[src/rtl/pm_boot_loader.sv]
// pm_boot_loader: boot-time program-memory loader.
// Accepts a host byte stream (16-bit word count, N words, XOR checksum).
// Assembles PMD_SIZE-bit words and writes them sequentially into program memory.
// Releases the core only after the stream checksum matches.
module pm_boot_loader #(
    parameter int PMA_SIZE  = 16,
    parameter int PMD_SIZE  = 32,
    parameter int PM_DEPTH  = 4096,
    parameter int BOOT_BASE = 0
) (
    input  logic                clk,
    input  logic                reset,
    input  logic                start,
    input  logic                rx_valid,
    input  logic [7:0]          rx_data,
    output logic                rx_ready,
    output logic                pm_wr_en,
    output logic [PMA_SIZE-1:0] pm_wr_add,
    output logic [PMD_SIZE-1:0] pm_wr_dt,
    output logic                core_run,
    output logic                boot_busy,
    output logic                boot_done,
    output logic                boot_err,
    output logic [1:0]          err_code
);

    localparam int BPW = PMD_SIZE / 8;
    localparam int BCW = (BPW > 1) ? $clog2(BPW) : 1;

    typedef enum logic [2:0] {
        ST_IDLE   = 3'd0,
        ST_HDR_HI = 3'd1,
        ST_HDR_LO = 3'd2,
        ST_DATA   = 3'd3,
        ST_CHK    = 3'd4,
        ST_DONE   = 3'd5,
        ST_ERROR  = 3'd6
    } state_t;

    state_t              state_r;
    state_t              next_s;
    logic                rx_ready_r;
    logic                pm_wr_en_r;
    logic [PMA_SIZE-1:0] pm_wr_add_r;
    logic [PMD_SIZE-1:0] pm_wr_dt_r;
    logic                core_run_r;
    logic                boot_busy_r;
    logic                boot_done_r;
    logic                boot_err_r;
    logic [1:0]          err_code_r;
    logic [7:0]          xor_r;
    logic [7:0]          hdr_hi_r;
    logic [15:0]         n_r;
    logic [15:0]         word_cnt_r;
    logic [BCW-1:0]      byte_cnt_r;
    logic [PMD_SIZE-1:0] shift_r;

    logic                accept_s;
    logic [15:0]         hdr_n_s;
    logic                last_byte_s;
    logic                last_word_s;
    logic [PMD_SIZE-1:0] word_s;
    logic                restart_s;
    logic                rx_ready_s;
    logic                core_run_s;
    logic                boot_busy_s;
    logic                boot_err_s;
    logic [1:0]          err_code_s;

    // rx_ready_r tracks the accepting states, so this is the byte handshake
    assign accept_s    = rx_valid & rx_ready_r;
    assign hdr_n_s     = {hdr_hi_r, rx_data};
    assign last_byte_s = (byte_cnt_r == BCW'(BPW - 1));
    assign last_word_s = (word_cnt_r == (n_r - 16'd1));
    assign word_s      = (shift_r << 8) | PMD_SIZE'(rx_data);
    assign restart_s   = ((state_r == ST_IDLE) || (state_r == ST_ERROR)) && (next_s == ST_HDR_HI);

    // State register
    always_ff @(posedge clk or negedge reset) begin
        if (!reset) begin
            state_r <= ST_IDLE;
        end else begin
            state_r <= next_s;
        end
    end

    // Next-state decode; the length check happens as the header low byte arrives
    always_comb begin
        next_s = state_r;
        case (state_r)
            ST_IDLE: begin
                if (start) next_s = ST_HDR_HI;
                else       next_s = ST_IDLE;
            end
            ST_HDR_HI: begin
                if (accept_s) next_s = ST_HDR_LO;
                else          next_s = ST_HDR_HI;
            end
            ST_HDR_LO: begin
                if (!accept_s)                    next_s = ST_HDR_LO;
                else if (hdr_n_s == 16'd0)        next_s = ST_CHK;
                else if (32'(hdr_n_s) > PM_DEPTH) next_s = ST_ERROR;
                else                              next_s = ST_DATA;
            end
            ST_DATA: begin
                if (accept_s && last_byte_s && last_word_s) next_s = ST_CHK;
                else                                        next_s = ST_DATA;
            end
            ST_CHK: begin
                if (!accept_s)              next_s = ST_CHK;
                else if (xor_r == rx_data)  next_s = ST_DONE;
                else                        next_s = ST_ERROR;
            end
            ST_DONE:  next_s = ST_DONE;
            ST_ERROR: begin
                if (start) next_s = ST_ERROR == ST_ERROR ? ST_HDR_HI : ST_ERROR;
                else       next_s = ST_ERROR;
            end
            default:  next_s = ST_IDLE;
        endcase
    end

    // Status decode from the upcoming state so the registered outputs line up with it
    always_comb begin
        rx_ready_s  = (next_s == ST_HDR_HI) || (next_s == ST_HDR_LO) ||
                      (next_s == ST_DATA)   || (next_s == ST_CHK);
        boot_busy_s = rx_ready_s;
        core_run_s  = (next_s == ST_DONE);
        boot_err_s  = (next_s == ST_ERROR);
        if ((state_r == ST_HDR_LO) && (next_s == ST_ERROR)) begin
            err_code_s = 2'b01;
        end else if ((state_r == ST_CHK) && (next_s == ST_ERROR)) begin
            err_code_s = 2'b10;
        end else if (next_s == ST_HDR_HI) begin
            err_code_s = 2'b00;
        end else begin
            err_code_s = err_code_r;
        end
    end

    // Registered status outputs; boot_done is sticky until reset
    always_ff @(posedge clk or negedge reset) begin
        if (!reset) begin
            rx_ready_r  <= 1'b0;
            core_run_r  <= 1'b0;
            boot_busy_r <= 1'b0;
            boot_done_r <= 1'b0;
            boot_err_r  <= 1'b0;
            err_code_r  <= 2'b00;
        end else begin
            rx_ready_r  <= rx_ready_s;
            core_run_r  <= core_run_s;
            boot_busy_r <= boot_busy_s;
            boot_done_r <= boot_done_r | core_run_s;
            boot_err_r  <= boot_err_s;
            err_code_r  <= err_code_s;
        end
    end

    // Datapath: checksum, header capture, word assembly, PM write strobe and address
    always_ff @(posedge clk or negedge reset) begin
        if (!reset) begin
            xor_r       <= 8'h00;
            hdr_hi_r    <= 8'h00;
            n_r         <= 16'd0;
            word_cnt_r  <= 16'd0;
            byte_cnt_r  <= '0;
            shift_r     <= '0;
            pm_wr_en_r  <= 1'b0;
            pm_wr_add_r <= PMA_SIZE'(BOOT_BASE);
            pm_wr_dt_r  <= '0;
        end else begin
            pm_wr_en_r <= 1'b0;
            if (restart_s) begin
                xor_r       <= 8'h00;
                word_cnt_r  <= 16'd0;
                byte_cnt_r  <= '0;
                pm_wr_add_r <= PMA_SIZE'(BOOT_BASE);
            end else begin
                // the address moves on the edge that ends the write strobe cycle
                if (pm_wr_en_r) begin
                    pm_wr_add_r <= pm_wr_add_r + PMA_SIZE'(1);
                end else begin
                    pm_wr_add_r <= pm_wr_add_r;
                end
                if (accept_s) begin
                    xor_r <= xor_r ^ rx_data;
                    case (state_r)
                        ST_HDR_HI: hdr_hi_r <= rx_data;
                        ST_HDR_LO: n_r      <= hdr_n_s;
                        ST_DATA: begin
                            shift_r <= word_s;
                            if (last_byte_s) begin
                                byte_cnt_r <= '0;
                                word_cnt_r <= word_cnt_r + 16'd1;
                                pm_wr_en_r <= 1'b1;
                                pm_wr_dt_r <= word_s;
                            end else begin
                                byte_cnt_r <= byte_cnt_r + BCW'(1);
                            end
                        end
                        default: ;
                    endcase
                end else begin
                    xor_r <= xor_r;
                end
            end
        end
    end

    assign rx_ready  = rx_ready_r;
    assign pm_wr_en  = pm_wr_en_r;
    assign pm_wr_add = pm_wr_add_r;
    assign pm_wr_dt  = pm_wr_dt_r;
    assign core_run  = core_run_r;
    assign boot_busy = boot_busy_r;
    assign boot_done = boot_done_r;
    assign boot_err  = boot_err_r;
    assign err_code  = err_code_r;

endmodule

[config.mk]
export PLATFORM = sky130hd
export DESIGN_NAME = pm_boot_loader
export DESIGN_NICKNAME = d
export VERILOG_FILES = /design/src/rtl/pm_boot_loader.sv
export SDC_FILE = /design/constraint.sdc
export NUM_CORES = 1
export LEC_CHECK = 0
export ABC_AREA = 1
export BUFFER_PORTS_ARGS = -buffer_cell sky130_fd_sc_hd__buf_2
export CORE_MARGIN = 3
export CORE_UTILIZATION = 59
export DETAILED_ROUTE_END_ITERATION = 10
export PLACE_DENSITY_LB_ADDON = 0.15
export SLEW_MARGIN = 20
export SYNTH_ARGS = -nofsm -noshare
export SYNTH_HDL_FRONTEND = slang
export SYNTH_SLANG_ARGS = --single-unit
export TNS_END_PERCENT = 100
[constraint.sdc]
create_clock -name clk -period 2.3 [get_ports clk]
set_input_delay 0.69 -clock clk [delete_from_list [all_inputs] [get_ports clk]]
set_output_delay 0.69 -clock clk [all_outputs]
set_load 0.01 [all_outputs]
# After elaboration in Yosys (flattened, before gate mapping)
# Index checks and enable logic that the tools add are counted.
[totals] ff_bits=132 out_inout_bits=56 word_cells=91
[op_classes] n_addsub=4 magnitude_cmp=1 eq_ne=15 mux=29 bitwise=5 n_reduce_logical=22
[op_table] op="16-bit 2-to-1 mux" n=6
[op_table] op="16-bit by 1-bit adder with 16-bit output, second input constant" n=2
[op_table] op="32-bit by 8-bit bitwise OR with 32-bit output" n=1
[op_table] op="3-bit one-hot mux with 7 select lines" n=1
[op_table] op="2-bit 2-to-1 mux" n=10
[op_table] op="3-bit equality test, second input constant" n=6
[op_table] op="16-bit equality test" n=1
[op_table] op="16-bit by 13-bit > comparator with 1-bit output, second input constant" n=1
[op_table] op="16-bit logical NOT" n=1
[op_table] op="8-bit 2-to-1 mux" n=2
[op_table] op="16-bit by 1-bit subtractor with 16-bit output, second input constant" n=1
[op_table] op="3-bit 2-to-1 mux" n=5
[op_table] op="3-bit by 2-bit equality test with 1-bit output, second input constant" n=4
[op_table] op="3-bit AND reduction" n=4
[op_table] op="8-bit equality test" n=1
[op_table] op="2-bit nonzero test" n=4
[op_table] op="8-bit bitwise XOR" n=1
[op_table] op="3-bit by 1-bit equality test with 1-bit output, second input constant" n=2
[op_table] op="1-bit logical AND" n=5
[op_table] op="1-bit 2-to-1 mux" n=5
[op_table] op="1-bit logical OR" n=4
[op_table] op="4-bit AND reduction" n=1
[op_table] op="3-bit logical NOT" n=1
[op_table] op="3-bit nonzero test" n=1
[op_table] op="other kinds (6)" n=6

# Logic depth before layout (Yosys ltp)
[logic_depth] word_depth=9 depth_mapped=17 mapped_depth_nobuf=17

# Worst setup path after synthesis
# OpenSTA, ideal clock, no wires.
[synth_timing] path_type="input to register" startpoint="input rx_valid" endpoint="register boot_busy_r, in the netlist boot_busy" arrival_ns=2.113 t_required_ns=2.177 slack_ns=0.064 path_stages=10 path_buffers=1 cell_sequence="nand2_1 inv_1 clkbuf_1 nand2_1 clkinv_1 nand3_1 nand3_1 a21oi_1 nand3_1 xor2_1"
[synth_via] elab_chain_len=9 elab_cells_between_ends=15 classes_between="4 x eq/ne; 5 x mux; 1 x bitwise; 5 x reduce/logical"
[synth_rtl] item="start: declaration" line_no="14" text="input logic rx_valid,"
[synth_rtl] item="1-bit AND *" line_no="71" text="assign accept_s = rx_valid & rx_ready_r;"
[synth_rtl] item="1-bit logical AND (2 in a row)" line_no="106" text="if (accept_s && last_byte_s && last_word_s) next_s = ST_CHK;"
[synth_rtl] item="3-bit 2-to-1 mux" line_no="106"
[synth_rtl] item="3-bit one-hot mux with 7 select lines *" line_no="90" text="case (state_r)"
[synth_rtl] item="3-bit by 1-bit equality test with 1-bit output / 3-bit by 2-bit equality test with 1-bit output (equally long branches)" line_no="125" text="rx_ready_s = (next_s == ST_HDR_HI) || (next_s == ST_HDR_LO) ||"
[synth_rtl] item="1-bit logical OR (2 in a row)" line_no="125"
[synth_rtl] item="1-bit logical OR *" line_no="126" text="(next_s == ST_DATA) || (next_s == ST_CHK);"
[synth_rtl] item="net boot_busy_s" line_no="66" text="logic boot_busy_s;"
[synth_rtl] item="end signal: assignment" line_no="153" text="boot_busy_r <= boot_busy_s;"
[synth_rtl] item="end: declaration" line_no="47" text="logic boot_busy_r;"
# Mark *: on every way through the listed nets, which the timed path passes. The rest lies on a longest branch.
# A chain may end at the register's enable or synchronous reset.

# Worst setup path in the final report
[layout_timing] startpoint="register n_r[1]" endpoint="register err_code_r[1], in the netlist err_code[1]"
[layout_via] elab_chain_len=9 elab_cells_between_ends=12 classes_between="1 x add/sub; 3 x eq/ne; 4 x mux; 4 x reduce/logical"
[layout_rtl] item="start: declaration" line_no="53" text="logic [15:0] n_r;"
[layout_rtl] item="start signal: assignment" line_no="190" text="ST_HDR_LO: n_r <= hdr_n_s;"
[layout_rtl] item="16-bit by 1-bit subtractor with 16-bit output *" line_no="74" text="assign last_word_s = (word_cnt_r == (n_r - 16'd1));"
[layout_rtl] item="16-bit equality test *" line_no="74"
[layout_rtl] item="1-bit logical AND *" line_no="106"
[layout_rtl] item="3-bit 2-to-1 mux *" line_no="106"
[layout_rtl] item="3-bit one-hot mux with 7 select lines *" line_no="90"
[layout_rtl] item="net next_s[2]" line_no="41" text="state_t next_s;"
[layout_rtl] item="3-bit equality test" line_no="130, 132"
[layout_rtl] item="1-bit logical AND" line_no="132" text="end else if ((state_r == ST_CHK) && (next_s == ST_ERROR)) begin"
[layout_rtl] item="2-bit 2-to-1 mux" line_no="132"
[layout_rtl] item="2-bit 2-to-1 mux" line_no="130" text="if ((state_r == ST_HDR_LO) && (next_s == ST_ERROR)) begin"
[layout_rtl] item="end signal: assignment" line_no="156" text="err_code_r <= err_code_s;"
[layout_rtl] item="end: declaration" line_no="50" text="logic [1:0] err_code_r;"
# Marks and branches as above.

==> metrics.csv <==
metric,value,unit
largest net degree at the start of global routing,59,
H-tree levels,4,
CP max FO,5,
Die Wd,109.9,µm
status,"complete, no violations",
RePlAce Congestion,0.9475,
Leakage,0.004096,µW
final setup vio count,0,
placed insts,1001,
DRT antenna net count,0,
non-filler instance count after layout,1040,
post-synthesis cell area,6367,µm²
Hold WC Path Type,in -> async,
Clk Tree Root Cell,clkbuf_8,
Std-Cell Core Area,10420,µm²
adder-cell share of the synthesized area,0.007860,
fmax,451.1,MHz
fraction of synthesized area in multiplexers,0,
vias in the first global route,5486,
fin. max-slew vios,0,
DIE AREA,12070,µm²
Tcrit/Tclk final,0.9639,
Via density,5.406,
top post-synthesis cells by area,"dfrtp_1 (52%), nand2_1 (14%), o21ai_0 (6.0%)",
startpoint types,flip-flop,
worst path arrival time,2.62,ns
worst clock skew,0.006794,ns
Filler cells,802,
wire per inst,14.45,µm
Final #Nets,907,
drt pass-1 iters,5,
Boundary Pins,68,
final wirelength,15030,µm
share of layout cells above drive strength 1,0.2102,
Rows,37,
antenna cells,0,
TritonCTS clock tree,built,
Initial DRC Count,437,
Skew-Pair Late Insertion Delay,0.52,ns
critical path required time,2.71,ns
area grow syn2layout,22.01,%
max_cap viols,0,
largest family of logic cells by synthesized area,simple AND/OR/NAND/NOR gates,
worst slew pin tran,0.5097,ns
via count,5622,
RSZ-0062 raised after global routing,yes,
clock sink count,132,
Port-buffer cells,67,
CTS max path bufs,2,
r2r endpoint,err_code[1],
nature of the critical path endpoint,flip-flop,
critical path class,reg -> reg,
gr usage total,0.2668,
post-layout util,0.7458,
CTS Buf Count,17,
Worst Reg-to-Reg Cells,17,
grt total ovfl,0,
PwrDens,643.3,nW/µm²
DP Wirelength,10560,µm
Initial Util,0.6113,
Yosys cell types,39,
RR Startpoint,n_r[1],
compound-cell area share of the yosys netlist,0.07644,
post-layout min period,2.217,ns
simple-gate portion of the synthesized area,0.2830,
R2R setup slack,0.08,ns
antenna violations before repair,0,
Post-synth top cells,"nand2_1 (240), dfrtp_1 (132), inv_1 (88), nor2_1 (78), o21ai_0 (76)",
Remaining DRCs,0,
first-pass GRT wire length,24960,µm
Synth Area per Inst,8.029,µm²
"Seq/Total Area, Yosys",0.5188,
Yosys reg bits,132,
Syn. warnings,0,
Peak VDD IR,601.1,µV
Post-CTS Hold Buffers,0,
Yosys top cell area share,0.5188,
"count leader, synth",nand2_1,
Async SR Flop Fraction,1.000,
Die H,109.9,µm
"Hold Vio Cnt, Final",0,
gate count of the mapped netlist,793,
synthesized net count,809,
Synth Area in XOR/XNOR,0.04264,
slew margin rel.,0.6602,
"EDFF count, synth",0,
top cell type by total area after synthesis,dfrtp_1,
"Reg clk slew, reported paths",0.06,ns
ys flop type,dfrtp_1,
==> area by class of cell <==
class	count	area, µm²	share of cell area
clock inverters	14	127.6	0.01643
multi-input cells	543	2753	0.3543
repair buffers	104	640.6	0.08246
inverters	93	349.1	0.04493
well taps	136	170.2	0.02190
clock buffers	18	417.9	0.05379
flip-flops and latches	132	3311	0.4262
==> cells in the final DEF, fill, tap and decap left out, types with 2 or more instances in the layout <==
cell	instances
a21oi_1	10
and3_1	2
buf_12	2
buf_2	66
buf_4	36
clkbuf_16	16
clkinv_2	4
clkinv_4	4
dfrtp_1	126
dfrtp_2	6
ha_1	3
inv_1	86
inv_2	6
inv_6	4
nand2_1	232
nand2_2	10
nand3_1	40
nand3_2	5
nand3b_1	3
nand4_1	12
nor2_1	64
nor2_2	11
nor2_4	6
nor3_1	8
nor3_2	2
nor3_4	2
nor3b_1	6
nor4_1	5
o21ai_0	75
xnor2_1	7
xor2_1	24
==> flip-flops by register name, indices dropped and copies added (netlist names), 2 cells and up <==
register / cells
xor_r: 8
shift_r: 24
pm_wr_add: 16
hdr_hi_r: 8
state_r: 3
byte_cnt_r: 2
pm_wr_dt: 32
err_code: 2
n_r: 16
word_cnt_r: 16
==> logic make-up (layout without fill, tap and decap cells) <==
logic type / Yosys count / after routing
AOI/OAI and AO/OA: 94 / 94
xor gates and xnor gates: 31 / 31
adders and majority gates: 4 / 4
buffers and inverters: 118 / 229
DFF: 132 / 132
and+or+nand+nor: 414 / 414
==> critical path, cell delays in order (launching register included) <==
cell and delay [ns]:
dfrtp_1 0.39, inv_2 0.07, ha_4 0.16, buf_4 0.14, nand2_2 0.11, nor2_4 0.06, nand3_2 0.09, nand2_1 0.07
nand2_1 0.09, nand2_1 0.06, nor2_1 0.11, nand2_1 0.07, nor2_1 0.10, nand3_1 0.14, nand2_2 0.15, nand4_1 0.14
nand2_1 0.09, o21bai_1 0.06
==> through the flow <==
step | area [µm²] | hold WS [ns] | power (µW) | worst slack [ns] | setup TNS, ns
2_1_floorplan | 6367 | 0.3944 | 2461 | 0.06418 | 0
3_3_place_gp | 7024 | 0.4464 | 2568 | 0.04349 | 0
3_5_place_dp | 7024 | 0.4524 | 2576 | -0.02679 | -0.04725
4_1_cts | 7570 | 0.1412 | 5036 | 0.03469 | 0
5_1_grt | 7769 | 0.1552 | 5175 | -0.1095 | -0.2263
6_report | 7769 | 0.1392 | 4998 | 0.08304 | 0
==> where the power goes <==
part	switching, µW	internal [µW]	leakage [µW]
registers	20.4	2340	0.00175
clock network	1020	1440	0.000270
logic	116	58.2	0.00207
total	1160	3840	0.00410
==> metal layers <==
metal / GRT usage / share of wire / up-vias
li1: - / - / 2705
met3: 0.07105 / 0.062 / 50
met4: 0.1149 / 0.032 / 0
met1: 0.3306 / 0.42 / 2660
met2: 0.4402 / 0.49 / 207
met5: 0 / 0 / -
==> worst max-delay path by stage <==
| stage | end | slack, ns | start | depth (start not counted) |
|---|---|---|---|---|
| after floorplan | boot_busy | 0.06 | rx_valid | 10 |
| after global placement | boot_busy | 0.04 | rx_valid | 13 |
| after detailed placement | err_code[1] | -0.03 | rx_valid | 14 |
| after CTS | pm_wr_add[14] | 0.03 | pm_wr_add[0] | 12 |
| after global routing | err_code[1] | -0.11 | n_r[0] | 16 |
| final | err_code[1] | 0.08 | n_r[1] | 17 |
==> timing repair <==
action | 4_1_cts | 5_1_grt
gates resized for setup | 0 | 46
setup endpoints to repair | 0 | 9
buffers inserted | 0 | 7
hold endpoints to repair | 0 | 0
(Power assumes the default switching activity.)
